--- src/rtl/ddr_burst_arbiter.sv ---
// DDR burst arbiter: grants one write or read burst at a time to the memory port,
// paces write-FIFO reads through a one-word holding register and forwards read data.
module ddr_burst_arbiter (
  input  logic        clk_ref,
  input  logic        rst,
  input  logic        ddr_init_done,
  input  logic        ddr_wr_req,
  input  logic        ddr_rd_req,
  input  logic [24:0] ddr_wraddr,
  input  logic [24:0] ddr_rdaddr,
  input  logic [9:0]  wr_length,
  input  logic [9:0]  rd_length,
  output logic        ddr_wr_ack,
  input  logic [31:0] ddr_din,
  output logic        ddr_rd_ack,
  output logic [31:0] ddr_dout,
  output logic        ddr_wr_finish,
  output logic        ddr_rd_finish,
  output logic        mem_cmd_valid,
  input  logic        mem_cmd_ready,
  output logic        mem_cmd_we,
  output logic [24:0] mem_cmd_addr,
  output logic [9:0]  mem_cmd_len,
  output logic        mem_wdata_valid,
  input  logic        mem_wdata_ready,
  output logic [31:0] mem_wdata,
  input  logic        mem_rdata_valid,
  input  logic [31:0] mem_rdata,
  output logic        busy
);

  typedef enum logic [2:0] {
    IDLE,
    WR_CMD,
    WR_DATA,
    WR_DONE,
    RD_CMD,
    RD_DATA,
    RD_DONE
  } state_t;

  state_t      state_q, state_d;
  logic [1:0]  guard_q, guard_d;
  logic [24:0] addr_q, addr_d;
  logic [9:0]  len_q, len_d;
  logic [9:0]  ack_cnt_q, ack_cnt_d;
  logic [9:0]  xfer_cnt_q, xfer_cnt_d;
  logic [9:0]  rd_cnt_q, rd_cnt_d;
  logic        ack_prev_q, ack_prev_d;
  logic        hold_vld_q, hold_vld_d;
  logic [31:0] hold_q, hold_d;
  logic        rd_ack_q, rd_ack_d;
  logic [31:0] dout_q, dout_d;

  logic        wr_xfer;
  logic        wr_ack;
  logic        rd_cap;

  assign wr_xfer = hold_vld_q & mem_wdata_ready;

  // Ack only if the holding register will be free when the word arrives next cycle.
  assign wr_ack = (state_q == WR_DATA) &&
                  (ack_cnt_q != len_q) &&
                  !ack_prev_q &&
                  (!hold_vld_q || mem_wdata_ready);

  assign rd_cap = (state_q == RD_DATA) &&
                  mem_rdata_valid &&
                  (rd_cnt_q != len_q);

  always_comb begin
    state_d    = state_q;
    guard_d    = guard_q;
    addr_d     = addr_q;
    len_d      = len_q;
    ack_cnt_d  = ack_cnt_q;
    xfer_cnt_d = xfer_cnt_q;
    rd_cnt_d   = rd_cnt_q;
    ack_prev_d = wr_ack;
    hold_vld_d = hold_vld_q;
    hold_d     = hold_q;
    rd_ack_d   = 1'b0;
    dout_d     = dout_q;

    if (wr_xfer) begin
      hold_vld_d = 1'b0;
      xfer_cnt_d = xfer_cnt_q + 10'd1;
    end
    if (ack_prev_q) begin
      hold_vld_d = 1'b1;
      hold_d     = ddr_din;
    end
    if (wr_ack) begin
      ack_cnt_d = ack_cnt_q + 10'd1;
    end
    if (rd_cap) begin
      dout_d   = mem_rdata;
      rd_ack_d = 1'b1;
      rd_cnt_d = rd_cnt_q + 10'd1;
    end

    unique case (state_q)
      IDLE: begin
        if (guard_q != 2'd0) begin
          guard_d = guard_q - 2'd1;
        end else if (ddr_init_done) begin
          if (ddr_wr_req && (wr_length != 10'd0)) begin
            state_d    = WR_CMD;
            addr_d     = ddr_wraddr;
            len_d      = wr_length;
            ack_cnt_d  = 10'd0;
            xfer_cnt_d = 10'd0;
            hold_vld_d = 1'b0;
          end else if (ddr_rd_req && (rd_length != 10'd0)) begin
            state_d  = RD_CMD;
            addr_d   = ddr_rdaddr;
            len_d    = rd_length;
            rd_cnt_d = 10'd0;
          end
        end
      end
      WR_CMD: begin
        if (mem_cmd_ready) state_d = WR_DATA;
      end
      WR_DATA: begin
        if (xfer_cnt_d == len_q) state_d = WR_DONE;
      end
      WR_DONE: begin
        state_d = IDLE;
        guard_d = 2'd2;
      end
      RD_CMD: begin
        if (mem_cmd_ready) state_d = RD_DATA;
      end
      RD_DATA: begin
        // The last word's ack is visible this cycle once the count is full.
        if (rd_cnt_q == len_q) state_d = RD_DONE;
      end
      RD_DONE: begin
        state_d = IDLE;
        guard_d = 2'd2;
      end
      default: begin
        state_d = IDLE;
      end
    endcase
  end

  always_ff @(posedge clk_ref or posedge rst) begin
    if (rst) begin
      state_q    <= IDLE;
      guard_q    <= 2'd0;
      addr_q     <= 25'd0;
      len_q      <= 10'd0;
      ack_cnt_q  <= 10'd0;
      xfer_cnt_q <= 10'd0;
      rd_cnt_q   <= 10'd0;
      ack_prev_q <= 1'b0;
      hold_vld_q <= 1'b0;
      hold_q     <= 32'd0;
      rd_ack_q   <= 1'b0;
      dout_q     <= 32'd0;
    end else begin
      state_q    <= state_d;
      guard_q    <= guard_d;
      addr_q     <= addr_d;
      len_q      <= len_d;
      ack_cnt_q  <= ack_cnt_d;
      xfer_cnt_q <= xfer_cnt_d;
      rd_cnt_q   <= rd_cnt_d;
      ack_prev_q <= ack_prev_d;
      hold_vld_q <= hold_vld_d;
      hold_q     <= hold_d;
      rd_ack_q   <= rd_ack_d;
      dout_q     <= dout_d;
    end
  end

  assign ddr_wr_ack      = wr_ack;
  assign ddr_rd_ack      = rd_ack_q;
  assign ddr_dout        = dout_q;
  assign ddr_wr_finish   = (state_q == WR_DONE);
  assign ddr_rd_finish   = (state_q == RD_DONE);
  assign mem_cmd_valid   = (state_q == WR_CMD) || (state_q == RD_CMD);
  assign mem_cmd_we      = (state_q == WR_CMD);
  assign mem_cmd_addr    = addr_q;
  assign mem_cmd_len     = len_q;
  assign mem_wdata_valid = hold_vld_q;
  assign mem_wdata       = hold_q;
  assign busy            = (state_q != IDLE);

endmodule

--- config.mk ---
export PLATFORM = sky130hd
export DESIGN_NAME = ddr_burst_arbiter
export DESIGN_NICKNAME = d
export VERILOG_FILES = /design/src/rtl/ddr_burst_arbiter.sv
export SDC_FILE = /design/constraint.sdc
export NUM_CORES = 1
export LEC_CHECK = 0
export CAP_MARGIN = 0
export CORE_MARGIN = 10
export CORE_UTILIZATION = 45
export CTS_BUF_LIST = sky130_fd_sc_hd__clkbuf_8
export DETAILED_ROUTE_END_ITERATION = 10
export GPL_TIMING_DRIVEN = 0
export PLACE_DENSITY = 0.82
export SLEW_MARGIN = 20
export SYNTH_ARGS = -nofsm -noshare
export SYNTH_HDL_FRONTEND = slang
export SYNTH_SLANG_ARGS = --single-unit
--- constraint.sdc ---
create_clock -name clk_ref -period 7.5 [get_ports clk_ref]
set_clock_uncertainty 0.2 [all_clocks]
set_input_delay 1.5 -clock clk_ref [delete_from_list [all_inputs] [get_ports clk_ref]]
set_output_delay 1.5 -clock clk_ref [all_outputs]
set_load 0.005 [all_outputs]
==> metrics, run 1 <==
Hold WS=284.5 ps; largest net degree at the start of global routing=78; max-capacitance violation count=0; Die X=139.1 um; HP Start=mem_cmd_addr[23]; Placed Area=9121 um2; placer congestion estimate=0.8442; peak supply drop=0.0001791 V; commonest non-fill, non-tap cell in the layout=clkdlybuf4s50_1; hold buffers post-CTS=0; top cells by area, synth=dfrtp_1, mux2_2, mux2i_1; Worst-path clk slew=60 ps; unrepaired setup endpoints after global routing=no; ANT cells=0; R2R Path End=rd_cnt_q[8]; CTS H-tree lvls=4; Worst Tran Pin Value=658.8 ps; DP Cell Count=977; Worst Path Required=5800 ps; Post-Route WL=19.31 mm; Avg Cell Area, Syn=11.64 um2; crit-path most repeated cell=clkdlybuf4s50_1; register area=3428 um2; final setup violation count=0; hold endpoint=mem_cmd_addr[23]; initial antenna violation count=0; gr usage total=0.1987; worst-path cell chain=clkdlybuf4s50_1 -> inv_2 -> a21oi_2 -> nor3b_4 -> nand2_4 -> inv_1 -> clkdlybuf4s50_1; critical path endpoint category=output port; power density cells=337.2 nW/um2; worst hold path type=register to register; Seq/Total Area, Yosys=0.5375; layout cells sized above 1=0.1498; Antenna Nets Post-Route=0; worst skew pair latency=430 ps; worst r2r path cells=7; Multi-input gate area=2754 um2; Syn. warnings=0; Place WS=2355 ps; Max clock buf depth=2; reg-to-reg setup timing slack=5140 ps; EDFF count, synth=0; Die Y=139.1 um; Cell Area, Synth=6379 um2; ys async rst share=1.000; CP max-delay cell=clkdlybuf4s50_1; first-pass GRT wire length=31.32 mm; main flop type after synthesis=dfrtp_1; Starting DRT DRC Count=199; WL per Instance=19.15 um; # DRC=0; Final Cycle Share=0.6904; commonest cells after routing, fill and taps aside=clkdlybuf4s50_1, dfrtp_1, mux2_2; slack of the critical path=2322 ps; Area Overhead vs Synth=49.73%; CTS tree=built; top cell type by total area after synthesis=dfrtp_1; HPWL after detailed placement=15.30 mm; CP max FO=8; die area=19340 um2; fmax=193.1 MHz; fillcell total=1028; CORE AREA=13880 um2; relative slew slack=0.5592; grt ovf=0; Worst Hold Depth=2; Final Hold Viols=0; via count=5214; slowest cell delay on critical path=620 ps; post-synth top area share=0.5375; Crit path arrival time=3480 ps; initial core utilization=0.4595; library cells used by synthesis=49; max-slew violation count=0; crit path launch type=input pin; First-pass DRT Iterations=4; Ports=249; Clk Tree Root Cell=clkbuf_8; Tmin final=5178 ps; worst setup path class=input pin to output port; final instance area=9550 um2; synthesized flop and latch total=137; post_cts resized=0; post-CTS setup buffer count=0; Cells after Synth=548; R2R Path Start=mem_cmd_len[6]; fin cells=1008; vias per inst=5.173; Setup Total Neg Slack=0 ps; port bufs=248; total CTS buffers=17; status=finished, final reports clean; Layout Nets=962; # rows=43; Pleak=4.246 nW; CTS Sinks=137; vias in the first global route=5763; post-synth net total=694
==> Yosys cell counts (2+ instances only) <==
| cell type | number |
|---|---|
| inv_1 | 12 |
| mux2_2 | 66 |
| ha_1 | 4 |
| o31ai_1 | 3 |
| xnor2_1 | 17 |
| xor2_1 | 36 |
| clkbuf_1 | 10 |
| and3_1 | 6 |
| nand4_1 | 11 |
| buf_6 | 4 |
| nor3_1 | 4 |
| nor2_1 | 46 |
| nand2b_1 | 5 |
| nand2_1 | 40 |
| and2_1 | 4 |
| a21oi_1 | 3 |
| o21ai_0 | 39 |
| nand3_1 | 14 |
| buf_2 | 12 |
| mux2i_1 | 37 |
| a31oi_1 | 3 |
| nor4_1 | 8 |
| dfrtp_1 | 137 |
| or4_1 | 2 |
==> sequential cells by signal (all words and copies together) (netlist names) <==
| register | cells |
|---|---|
| ddr_dout | 32 |
| mem_wdata | 32 |
| mem_cmd_addr | 25 |
| ack_cnt_q | 10 |
| mem_cmd_len | 10 |
| rd_cnt_q | 10 |
| xfer_cnt_q | 10 |
| state_q | 3 |
| guard_q | 2 |
| ack_prev_q | 1 |
| ddr_rd_ack | 1 |
| mem_wdata_valid | 1 |
==> where the power goes <==
part | leakage (nW) | internal [W] | switching [W] | total [W]
Combinational | 2.27 | 0.000818 | 0.000526 | 0.00134
Sequential | 1.75 | 0.00101 | 0.000214 | 0.00123
Clock | 0.228 | 0.000382 | 0.000267 | 0.000649
Total | 4.25 | 0.00221 | 0.00101 | 0.00322
==> per-layer routing <==
metal	part of all wire	wire length (um)	track usage	vias to the layer above
met4	0.015	292	0.05931	0
met2	0.49	9512	0.3360	238
met5	0	0	0	-
met1	0.41	7826	0.2250	2519
li1	-	-	-	2438
met3	0.087	1675	0.08082	19
==> final cells by class <==
class	count	area share
timing repair buffer	249	0.2628
buffer	27	0.01546
multi-input combinational	371	0.2884
sequential	137	0.3590
clock inverter	11	0.01611
tap	180	0.02358
inverter	13	0.005895
clock buffer	20	0.02882
==> worst max-delay path: cells and delay by family <==
family	cells	cell delay, ps
AND/OR/NAND/NOR	2	490
AO/OA/AOI/OAI	1	180
buffers and inverters	4	1300
==> worst max-delay path by stage <==
stage | start | end | slack, ps | cells past startpoint
finish | mem_wdata_ready | ddr_wr_ack | 2320 | 7
global route | mem_wdata_ready | ddr_wr_ack | 2190 | 7
CTS | mem_wdata_ready | ddr_wr_ack | 2330 | 7
detailed placement | mem_wdata_ready | ddr_wr_ack | 2350 | 7
global placement | rst | mem_cmd_addr[5] | 340 | 2
floorplan | rst | ack_cnt_q[0] | 2130 | 1
==> cells by family after synthesis <==
kind of cell / count (synthesis) / share of synthesized area
simple gates: 149 / 0.1153
flops: 137 / 0.5375
mux: 103 / 0.1746
compound gates: 61 / 0.05767
xor+xnor: 54 / 0.07630
buf+inv: 40 / 0.03080
fa+ha+maj: 4 / 0.007847
==> metrics by stage <==
step / total power, W / util
2_1_floorplan: 0.001796 / -
3_3_place_gp: 0.002536 / 0.6546
3_5_place_dp: 0.002597 / 0.6571
4_1_cts: 0.003258 / 0.6880
5_1_grt: 0.003421 / 0.6880
6_report: 0.003220 / 0.6880
No activity file was read; power rests on OpenSTA's default activity.
==> run 2, diff against run 1 <==
Clock period 7.5 ns to 5.4 ns, I/O delays scaled along.
==> results of run 2 <==
Same layout as run 1 (identical final DEF). Status: finished, final reports clean.
Main changes from that run: setup slack after placement 2355 ps -> 1095 ps; setup slack after layout 2322 ps -> 1062 ps; register-to-register setup slack 5140 ps -> 3040 ps; total power 0.003220 W -> 0.004473 W; worst IR drop on VDD 0.0001791 V -> 0.0002488 V
==> run 3, diff against run 2 <==
Settings changed: CORE_UTILIZATION 45 to 41, PLACE_DENSITY 0.82 to 0.79.
Clock period 5.4 ns to 3.5 ns, I/O delays scaled along.
==> metrics, run 3 (same netlist as run 1, synthesis figures left out) <==
status=finished, final reports clean; total power=0.006924 W; CTS tree=built; max-capacitance violation count=0; peak supply drop=0.0003208 V; fmax=296.5 MHz; power density cells=716.6 nW/um2; Max clock buf depth=2; R2R Path Start=mem_cmd_len[6]; placer congestion estimate=0.8542; Final Cycle Share=0.9637; initial core utilization=0.4196; critical path endpoint category=output port; commonest cells after routing, fill and taps aside=clkdlybuf4s50_1, dfrtp_1, mux2_2; Antenna Nets Post-Route=0; worst hold path type=register to register; worst-path cell chain=buf_2 -> xor2_1 -> nor4_2 -> nand4_2 -> nand2_4 -> inv_1 -> clkdlybuf4s50_1; crit path buf inv count=3; Worst Path Required=2600 ps; # rows=45; via count=5223; Ports=249; cell depth of the worst setup path=7; first-pass GRT wire length=30.14 mm; Clk Tree Root Cell=clkbuf_8; CTS Sinks=137; Worst Hold Depth=2; gr usage total=0.1843; met2 usage=0.3078; slack of the critical path=127.1 ps; Worst Tran Pin Value=643.8 ps; final instance area=9662 um2; worst r2r path cells=7; CORE AREA=15200 um2; First-pass DRT Iterations=4; die area=20950 um2; HP Start=mem_cmd_addr[18]; max-slew violation count=0; Pleak=4.267 nW; fillcell total=1206; WL per Instance=18.89 um; relative slew slack=0.5692; Die Y=144.7 um; GR met3 Demand/Resource=0.07301; routing usage on met1=0.2098; layout cells sized above 1=0.1627; ANT cells=0; Tmin final=3373 ps; CP delay by family, top=simple AND/OR/NAND/NOR gates; slowest cell delay on critical path=450 ps; CP max-delay cell=clkdlybuf4s50_1; largest net degree at the start of global routing=32; vias in the first global route=5636; final setup violation count=0; Die X=144.7 um; Placed Area=9188 um2; vias per inst=5.101; HPWL after detailed placement=15.62 mm; Most Crowded Layer GR=met2; initial antenna violation count=0; Final Hold Viols=0; total CTS buffers=17; commonest non-fill, non-tap cell in the layout=clkdlybuf4s50_1; CTS H-tree lvls=4; hold buffers post-CTS=0; hold endpoint=mem_cmd_addr[18]; Place WS=-70.00 ps; Crit path arrival time=2470 ps; CP max FO=8; Area Overhead vs Synth=51.47%; Post-Route WL=19.34 mm; worst skew pair latency=440 ps; Layout Nets=969; R2R Path End=rd_cnt_q[6]; # DRC=0; crit path launch type=register; port bufs=248; worst setup path class=register to output port; Worst-path clk slew=80 ps; reg-to-reg setup timing slack=1130 ps; grt ovf=0; Starting DRT DRC Count=222
run 3: cell types whose count changed in the layout (fill, tap and decap cells not counted), moves of 3 or more:
cell | previous run | this run
clkbuf_8 | 20 | 17
buf_12 | 0 | 3
clkinv_4 | 0 | 4
buf_4 | 0 | 4
clkinvlp_4 | 1 | 4
inv_1 | 14 | 11
run 3: through the flow:
stage / TNS, ps / utilization / hold slack, ps / std cells
6_report: 0 / 0.6356 / 281.3 / 1024
5_1_grt: -12.01 / 0.6356 / 306.9 / 1024
4_1_cts: 0 / 0.6339 / 287.5 / 1021
3_5_place_dp: -70.00 / 0.6044 / 269.7 / 988
3_3_place_gp: -32110 / 0.5986 / 263.7 / 984
2_1_floorplan: 0 / - / 273.3 / 548
run 3: final cells by class:
type / instances / area, um2 / share of cell area
Tap cell: 188 / 235.2 / 0.02435
Clock inverter: 15 / 201.4 / 0.02085
Buffer: 27 / 147.6 / 0.01528
Timing Repair Buffer: 256 / 2603 / 0.2694
Multi-Input combinational cell: 371 / 2760 / 0.2857
Clock buffer: 17 / 234.0 / 0.02422
Inverter: 13 / 52.55 / 0.005439
Sequential cell: 137 / 3428 / 0.3548
run 3: worst max-delay path by stage:
| stage | start | slack, ps | to |
|---|---|---|---|
| 6_report | mem_cmd_len[1] | 130 | ddr_wr_ack |
| 5_1_grt | mem_cmd_len[1] | -10 | ddr_wr_ack |
| 3_5_place_dp | mem_wdata_ready | -70 | ddr_wr_ack |
| 4_1_cts | mem_wdata_ready | 20 | ddr_wr_ack |
| 3_3_place_gp | rst | -250 | mem_cmd_addr[8] |
| 2_1_floorplan | rst | 890 | ack_cnt_q[0] |
run 3: repair_timing:
action / CTS / global route
pin swaps: 0 / 1
setup endpoints to repair: 1 / 1
buffers inserted: 1 / 3
gates resized for setup: 1 / 1
run 3: power breakdown:
group	internal (W)	switching [W]	leakage (nW)	total [W]
Combinational	0.00177	0.00112	2.31	0.00289
Clock	0.000778	0.000634	0.212	0.00141
Sequential	0.00217	0.000454	1.75	0.00262
Total	0.00472	0.00221	4.27	0.00692
run 3: worst min-delay path: cells and delay by family, from the launching register on:
| kind | cells | cell delay [ps] |
|---|---|---|
| simple gates | 1 | 40 |
| compound gates | 1 | 60 |
| flops | 1 | 350 |
run 3: metal layers:
metal,share of wire,vias up
li1,-,2450
met1,0.40,2485
met2,0.48,256
met3,0.10,32
met4,0.020,0
met5,0,-
